==> src/rtl/ysyx_25040129_lsu.sv <==
// Load/store unit: takes one request from execute, runs a single memory
// transaction and returns writeback data plus a one-cycle completion pulse.
module ysyx_25040129_lsu #(
  parameter int REGS_DIG = 4
) (
  input  logic                clk,
  input  logic                rst,
  input  logic                in_valid,
  output logic                in_ready,
  input  logic                is_load,
  input  logic                is_store,
  input  logic [2:0]          funct3,
  input  logic [31:0]         addr,
  input  logic [31:0]         wdata,
  input  logic [REGS_DIG-1:0] rd,
  output logic                mem_req_valid,
  input  logic                mem_req_ready,
  output logic                mem_wen,
  output logic [31:0]         mem_addr,
  output logic [31:0]         mem_wdata,
  output logic [3:0]          mem_wmask,
  input  logic                mem_resp_valid,
  input  logic                mem_resp_err,
  input  logic [31:0]         mem_rdata,
  output logic                wb_reg_write,
  output logic [REGS_DIG-1:0] wb_rd,
  output logic [31:0]         wb_result,
  output logic                done,
  output logic                fault,
  output logic [1:0]          dbg_state
);

  // Handshakes: a transfer happens on a rising edge where valid and ready
  // are both 1; the valid side holds its payload stable until then.
  typedef enum logic [1:0] {IDLE, REQ, RESP, FIN} state_t;

  state_t                state_q;
  logic                  is_load_q;
  logic [2:0]            funct3_q;
  logic [1:0]            addr_lo_q;
  logic [REGS_DIG-1:0]   rd_q;
  logic                  req_valid_q, wen_q, wb_write_q, done_q, fault_q;
  logic [31:0]           addr_q, wdata_q, wb_result_q;
  logic [3:0]            wmask_q;
  logic [REGS_DIG-1:0]   wb_rd_q;

  logic                  illegal;
  logic [3:0]            st_mask;
  logic [31:0]           st_data;
  logic [31:0]           rdata_sh;
  logic [31:0]           ld_value;

  always_comb begin
    illegal = (is_load == is_store);
    st_mask = 4'b0000;
    st_data = wdata;
    case (funct3)
      3'b000: begin
        st_mask = 4'b0001 << addr[1:0];
        st_data = {4{wdata[7:0]}};
      end
      3'b001: begin
        illegal = illegal | addr[0];
        st_mask = 4'b0011 << {addr[1], 1'b0};
        st_data = {2{wdata[15:0]}};
      end
      3'b010: begin
        illegal = illegal | (addr[1:0] != 2'b00);
        st_mask = 4'b1111;
      end
      3'b100:  illegal = illegal | is_store;
      3'b101:  illegal = illegal | is_store | addr[0];
      default: illegal = 1'b1;
    endcase
  end

  // Returned word is shifted so the addressed byte lands in lane 0.
  assign rdata_sh = mem_rdata >> {addr_lo_q, 3'b000};

  always_comb begin
    ld_value = rdata_sh;
    case (funct3_q)
      3'b000:  ld_value = {{24{rdata_sh[7]}}, rdata_sh[7:0]};
      3'b001:  ld_value = {{16{rdata_sh[15]}}, rdata_sh[15:0]};
      3'b100:  ld_value = {24'd0, rdata_sh[7:0]};
      3'b101:  ld_value = {16'd0, rdata_sh[15:0]};
      default: ld_value = rdata_sh;
    endcase
  end

  always_ff @(posedge clk) begin
    if (!rst) begin
      state_q     <= IDLE;
      is_load_q   <= 1'b0;
      funct3_q    <= 3'b000;
      addr_lo_q   <= 2'b00;
      rd_q        <= '0;
      req_valid_q <= 1'b0;
      wen_q       <= 1'b0;
      addr_q      <= 32'd0;
      wdata_q     <= 32'd0;
      wmask_q     <= 4'd0;
      wb_write_q  <= 1'b0;
      wb_rd_q     <= '0;
      wb_result_q <= 32'd0;
      done_q      <= 1'b0;
      fault_q     <= 1'b0;
    end else begin
      wb_write_q <= 1'b0;
      done_q     <= 1'b0;
      fault_q    <= 1'b0;
      case (state_q)
        IDLE: if (in_valid) begin
          if (illegal) begin
            state_q <= FIN;
            done_q  <= 1'b1;
            fault_q <= 1'b1;
          end else begin
            state_q     <= REQ;
            is_load_q   <= is_load;
            funct3_q    <= funct3;
            addr_lo_q   <= addr[1:0];
            rd_q        <= rd;
            req_valid_q <= 1'b1;
            wen_q       <= is_store;
            addr_q      <= {addr[31:2], 2'b00};
            wdata_q     <= st_data;
            wmask_q     <= is_store ? st_mask : 4'b0000;
          end
        end
        REQ: if (mem_req_ready) begin
          req_valid_q <= 1'b0;
          state_q     <= RESP;
        end
        RESP: if (mem_resp_valid) begin
          state_q <= FIN;
          done_q  <= 1'b1;
          fault_q <= mem_resp_err;
          if (is_load_q && !mem_resp_err && rd_q != '0) begin
            wb_write_q  <= 1'b1;
            wb_rd_q     <= rd_q;
            wb_result_q <= ld_value;
          end
        end
        default: state_q <= IDLE;
      endcase
    end
  end

  assign in_ready      = (state_q == IDLE);
  assign mem_req_valid = req_valid_q;
  assign mem_wen       = wen_q;
  assign mem_addr      = addr_q;
  assign mem_wdata     = wdata_q;
  assign mem_wmask     = wmask_q;
  assign wb_reg_write  = wb_write_q;
  assign wb_rd         = wb_rd_q;
  assign wb_result     = wb_result_q;
  assign done          = done_q;
  assign fault         = fault_q;
  assign dbg_state     = state_q;

endmodule

==> config.mk <==
export PLATFORM = sky130hd
export DESIGN_NAME = ysyx_25040129_lsu
export DESIGN_NICKNAME = d
export VERILOG_FILES = /design/src/rtl/ysyx_25040129_lsu.sv
export SDC_FILE = /design/constraint.sdc
export NUM_CORES = 1
export LEC_CHECK = 0
export CAP_MARGIN = 10
export CORE_ASPECT_RATIO = 0.9
export CORE_MARGIN = 2
export CORE_UTILIZATION = 44
export DETAILED_ROUTE_END_ITERATION = 10
export GPL_TIMING_DRIVEN = 0
export PLACE_DENSITY = 0.79
export REMOVE_ABC_BUFFERS = 1
export SLEW_MARGIN = 15
export SYNTH_ARGS = -nofsm -noshare
export SYNTH_HDL_FRONTEND = slang
export SYNTH_SLANG_ARGS = --single-unit
==> constraint.sdc <==
create_clock -name clk -period 2.46 [get_ports clk]
set_input_delay 0.492 -clock clk [delete_from_list [all_inputs] [get_ports clk]]
set_output_delay 0.492 -clock clk [all_outputs]
set_load 0.02 [all_outputs]
Word level (Yosys, flattened, before mapping)
Index checks and enable logic that the tools add are counted.

Register bits: 119. Input bits: 111. Output and inout bits: 112. Word-level logic and storage cells: 72.

Equality and inequality tests: 14. Muxes and demuxes: 21. Shifts and indexed selects: 3. Reductions and logical operators: 14. Bitwise logic cells: 5.

Operator list (number): 32-bit case mux with 4 select lines (1); 32-bit case mux with 2 select lines (1); 32-bit by 5-bit right shift with 32-bit output (1); 3-bit equality test, second input constant (4); 4-bit case mux with 3 select lines (1); 3-bit AND reduction (4); 1-bit two-way mux (8); 2-bit two-way mux (4); 2-bit != test, second input constant (4); 3-bit by 1-bit equality test with 1-bit output, second input constant (2); 3-bit logical NOT (2); 1-bit case mux with 2 select lines (3); 2-bit case mux with 3 select lines (1); 1-bit case mux with 5 select lines (1); 4-bit two-way mux (1); 1-bit bitwise OR (4); 4-bit AND reduction (1); 2-bit nonzero test (2); 4-bit nonzero test (1); 1-bit by 2-bit << shifter with 4-bit output, first input constant (1); 2-bit by 2-bit << shifter with 4-bit output, first input constant (1); 3-bit by 2-bit equality test with 1-bit output, second input constant (1); 2-bit by 1-bit equality test with 1-bit output, second input constant (1); 2-bit equality test, second input constant (1); 5 further kinds (6).

Depth between registers and ports, before layout
Depth after elaboration: 7. Mapped depth: 9. Gate-level depth less buffers: 6.

Least setup slack after synthesis
Ideal clock, no wire load.

Kind: input to register. Start point: in is_store. End point: reg wmask_q[0] (netlist: mem_wmask[0]). Library setup time: 0.122 ns. Stages on the path: 9. Data required time: 2.338 ns. Setup slack: 0.392 ns. Path buffers: 3. Arrival time: 1.946 ns. Cell sequence: inv_1 > ha_1 > or2_1 > a221oi_4 > o21bai_1 > clkbuf_1 > buf_6 > buf_6 > mux2i_1.

Word-level cells in the longest chain between the ends: 6. Elaborated cells on any way between the ends: 9. Those cells by class: eq/ne: 1; mux: 2; bitwise: 5; reduce/logical: 1.

RTL lines: start, declared (line 11) `input logic is_store,`; 1-bit equality test (line 54) `illegal = (is_load == is_store);`; 1-bit bitwise OR (line 71, 72); 1-bit bitwise OR (line 72) `3'b101: illegal = illegal | is_store | addr[0];`; 1-bit case mux with 5 select lines (line 57) `case (funct3)`; 1-bit inverter (no line); 3-bit AND reduction (no line); end signal, assigned (line 128) `wmask_q <= is_store ? st_mask : 4'b0000;`; end, declared (line 44) `logic [3:0] wmask_q;`.

Several ways; a longest one is shown, not always the timed one. A chain may end at the register's enable or synchronous reset.

Worst setup path in the final report
Start point: in is_store. End point: reg addr_q[18] (netlist: mem_addr[18]).

Word-level cells in the longest chain between the ends: 6. Elaborated cells on any way between the ends: 8. Those cells by class: eq/ne: 1; mux: 1; bitwise: 5; reduce/logical: 1.

RTL lines: 1-bit equality test (line 54); 1-bit bitwise OR (line 71, 72); 1-bit bitwise OR (line 72); 1-bit case mux with 5 select lines * (line 57); 1-bit inverter (no line) *; 3-bit AND reduction (no line) *; end signal, assigned (line 126) `addr_q <= {addr[31:2], 2'b00};`; end, declared (line 43) `logic [31:0] addr_q, wdata_q, wb_result_q;`.

Mark *: on every way between the ends. The rest lies on a longest branch, timed or not.

==> results.py <==
metrics = {
    "status": {
        "status": "finished, final reports clean",
    },
    "synthesis": {
        "synth_edf_count": 0,
        "syn_inst": 609,
        "synth_area_leaders": "dfxtp_1 (43%), mux2i_1 (18%), nand2_1 (12%), mux2_2 (5.0%), a221o_1 (2.9%)",
        "synthTopCellsByCount": "nand2_1 (180), dfxtp_1 (119), mux2i_1 (100)",
        "synth_top_area_share_pct": 42.6,
        "yosysSeqAreaShare_pct": 42.6,
        "synthArstFlopShare_pct": 0,
        "synth_cell_types": 45,
        "yosys_warnings": 0,
        "synth.most_common_cell": "nand2_1",
        "synth_area_sq_um": 5600,
        "synth_seq_cells": 119,
        "synth_ff_type": "dfxtp_1",
        "yosysTopAreaCell": "dfxtp_1",
        "syn_avg_cell_area_sq_um": 9.19,
    },
    "setup_path": {
        "cp_cell_sequence": "clkdlybuf4s50_1 -> inv_1 -> ha_1 -> or2_1 -> a221oi_4 -> o21bai_4 -> buf_16 -> buf_12 -> buf_16 -> mux2i_1",
        "cp_max_fo": 20,
        "start_kind": "input pin",
        "arrival_ns": 2.63,
        "crit_required_ns": 2.74,
        "cp_slowest_cell": "clkdlybuf4s50_1",
        "cpMostUsedCell": "buf_16",
        "cpPeakStageDelay_ns": 0.50,
        "critical_path_class": "input pin to flop",
        "setup.worst_path.end_class": "flop",
    },
    "pwr": {
        "p_int_mw": 4.31,
        "share_comb_of_total_power_pct": 17.3,
        "ir_drop_uv": 398,
        "swShare_pct": 24.2,
        "p_per_area_nw_per_um2": 664,
        "p_clk_share_pct": 46.4,
        "p_seq_share_pct": 36.4,
        "p_leak_nw": 3.64,
        "p_switching_mw": 1.37,
    },
    "drt": {
        "via_per_inst": 5.24,
        "drc_errors": 0,
        "wl_per_cell_um": 16.6,
        "dr.pass1.iters": 5,
        "routed_wl_mm": 16.3,
        "ant_nets": 0,
        "vias": 5144,
        "detail_route.iter0.violations": 315,
    },
    "grt": {
        "antenna_found_initial": 0,
        "track_usage_pct": 24.1,
        "first_global_vias": 5213,
        "grt_overflow": 0,
        "grt_max_degree": 107,
        "grt_pass1_wl_mm": 25.7,
    },
    "job": {
        "maxCapViolCount": 0,
    },
    "floorplanning": {
        "rows": 39,
        "die_w_um": 123,
        "die_h_um": 111,
        "start_util_pct": 44.6,
        "die_area_sq_um": 13600,
        "io_pins": 223,
        "core_sq_um": 12500,
    },
    "placed_design": {
        "port_buffers": 220,
        "hpwl_mm": 11.8,
        "placed_area_sq_um": 7890,
        "pre_cts_ws_ns": -0.889,
        "place_congestion": 0.836,
    },
    "timing": {
        "fin_crit_sh_pct": 95.5,
        "drv_slew": 0,
        "setup_slack_ns": 0.111,
        "hold_violations": 0,
        "period_minus_slack_ns": 2.35,
        "rsz0062_at_grt": "no",
        "worst_slew_pin_slew_ns": 0.801,
        "fin_worst_skew_ns": 0.00714,
        "final-setup-viol-count": 0,
        "setup_tns_ns": 0,
        "timing.slew.headroom_pct": 46.3,
        "fmax_mhz": 426,
    },
    "clock_network": {
        "max-clock-path-buffers": 2,
        "hold_buffers": 0,
        "cts_tree": "done",
        "h-tree-depth": 4,
        "clockRootBuffer": "clkbuf_16",
        "numCtsBuffers": 17,
        "clk_pin_slew_ns": 0.06,
        "clock_sinks": 119,
        "worstSkewPairLatency_ns": 0.41,
    },
    "layout": {
        "fillers": 976,
        "stdcell_area_sq_um": 8550,
        "syn_to_final_growth_pct": 52.7,
        "nets": 923,
        "antennaDiodeCount": 0,
        "drive_above_1_share_pct": 9.54,
    },
    "min_path": {
        "hp-class": "flop to flop",
    },
}
## what timing repair did
item	4_1_cts	5_1_grt
pin swaps	1	1
buffers inserted	1	1
endpoints found under the hold margin	0	0
setup endpoints to repair	84	39
gates resized for setup	5	2
## power groups by stage
| stage | registers, mW | logic (mW) | clock network, mW |
|---|---|---|---|
| after CTS | 2.06 | 0.982 | 2.68 |
| after floorplan | 2.18 | 0.417 | 0 |
| after detailed placement | 2.10 | 0.972 | 0 |
| after global routing | 2.07 | 1.05 | 2.77 |
| after global placement | 2.10 | 0.982 | 0 |
| final | 2.06 | 0.981 | 2.63 |
## worst max-delay path: cells and delay by family
kind,cells,cell delay [ns]
buffers and inverters,5,1.07
AO/OA/AOI/OAI,2,0.41
adder cells (fa/ha/maj),1,0.27
AND/OR/NAND/NOR,1,0.24
multiplexers,1,0.13
## stage by stage
step,util (%),hold slack [ns],power [mW],cells
after global routing,68.2,0.475,5.90,982
after global placement,61.7,0.441,3.08,944
final,68.2,0.460,5.68,982
after CTS,68.0,0.463,5.72,981
after detailed placement,62.9,0.452,3.08,950
after floorplan,-,0.434,2.60,560
## cell type report
| type | count | area [sq um] | share of cell area [%] |
|---|---|---|---|
| Clock inverter | 8 | 145 | 1.70 |
| Timing Repair Buffer | 228 | 2360 | 27.6 |
| Sequential cell | 119 | 2380 | 27.9 |
| Tap cell | 164 | 205 | 2.40 |
| Multi-Input combinational cell | 434 | 2950 | 34.5 |
| Inverter | 7 | 26.3 | 0.307 |
| Clock buffer | 22 | 484 | 5.66 |
## logic make-up after synthesis
kind of cell,count (synthesis),share of synthesized area (%)
buffers and inverters,57,5.39
AND/OR/NAND/NOR,214,16.0
multiplexers,126,23.3
adder cells (fa/ha/maj),5,1.12
other,1,0.0670
flip-flops,119,42.6
AO/OA/AOI/OAI,87,11.6
## state kept, by name (all words and copies together), names as in the netlist
| register | flops |
|---|---|
| mem_wdata | 32 |
| mem_wen | 1 |
| mem_wmask | 4 |
| fault | 1 |
| addr_lo_q | 2 |
| wb_reg_write | 1 |
| rd_q | 4 |
| mem_req_valid | 1 |
| wb_rd | 4 |
| dbg_state | 2 |
| funct3_q | 3 |
| is_load_q | 1 |
| done | 1 |
| mem_addr | 30 |
| wb_result | 32 |
## metal layers
layer,global-route usage (%),vias to the layer above,routed length (um)
li1,-,2501,-
met1,25.5,2401,6190
met2,41.1,227,8010
met3,11.4,15,1860
met4,9.27,0,210
met5,0,-,0
## cells in the final DEF, fill, tap and decap left out, types with 9 or more instances in the layout
master           count
clkdlybuf4s50_1    218
nand2_1            180
dfxtp_1            118
mux2i_1            100
mux2_2              25
a21oi_1             19
clkbuf_16           17
a221o_1             16
o211ai_1            16
o21ai_0             12
nor2_1               9
## worst paths after layout
| kind | cells past startpoint | from | slack, ns | endpoint |
|---|---|---|---|---|
| max | 10 | is_store | 0.11 | mem_addr[18] |
| min | 2 | mem_wdata[8] | 0.46 | mem_wdata[8] |
| max reg2reg | 6 | dbg_state[0] | 0.24 | wb_result[16] |
| min reg2reg | 2 | mem_wdata[8] | 0.46 | mem_wdata[8] |
Power figures use the tool's default switching activity.
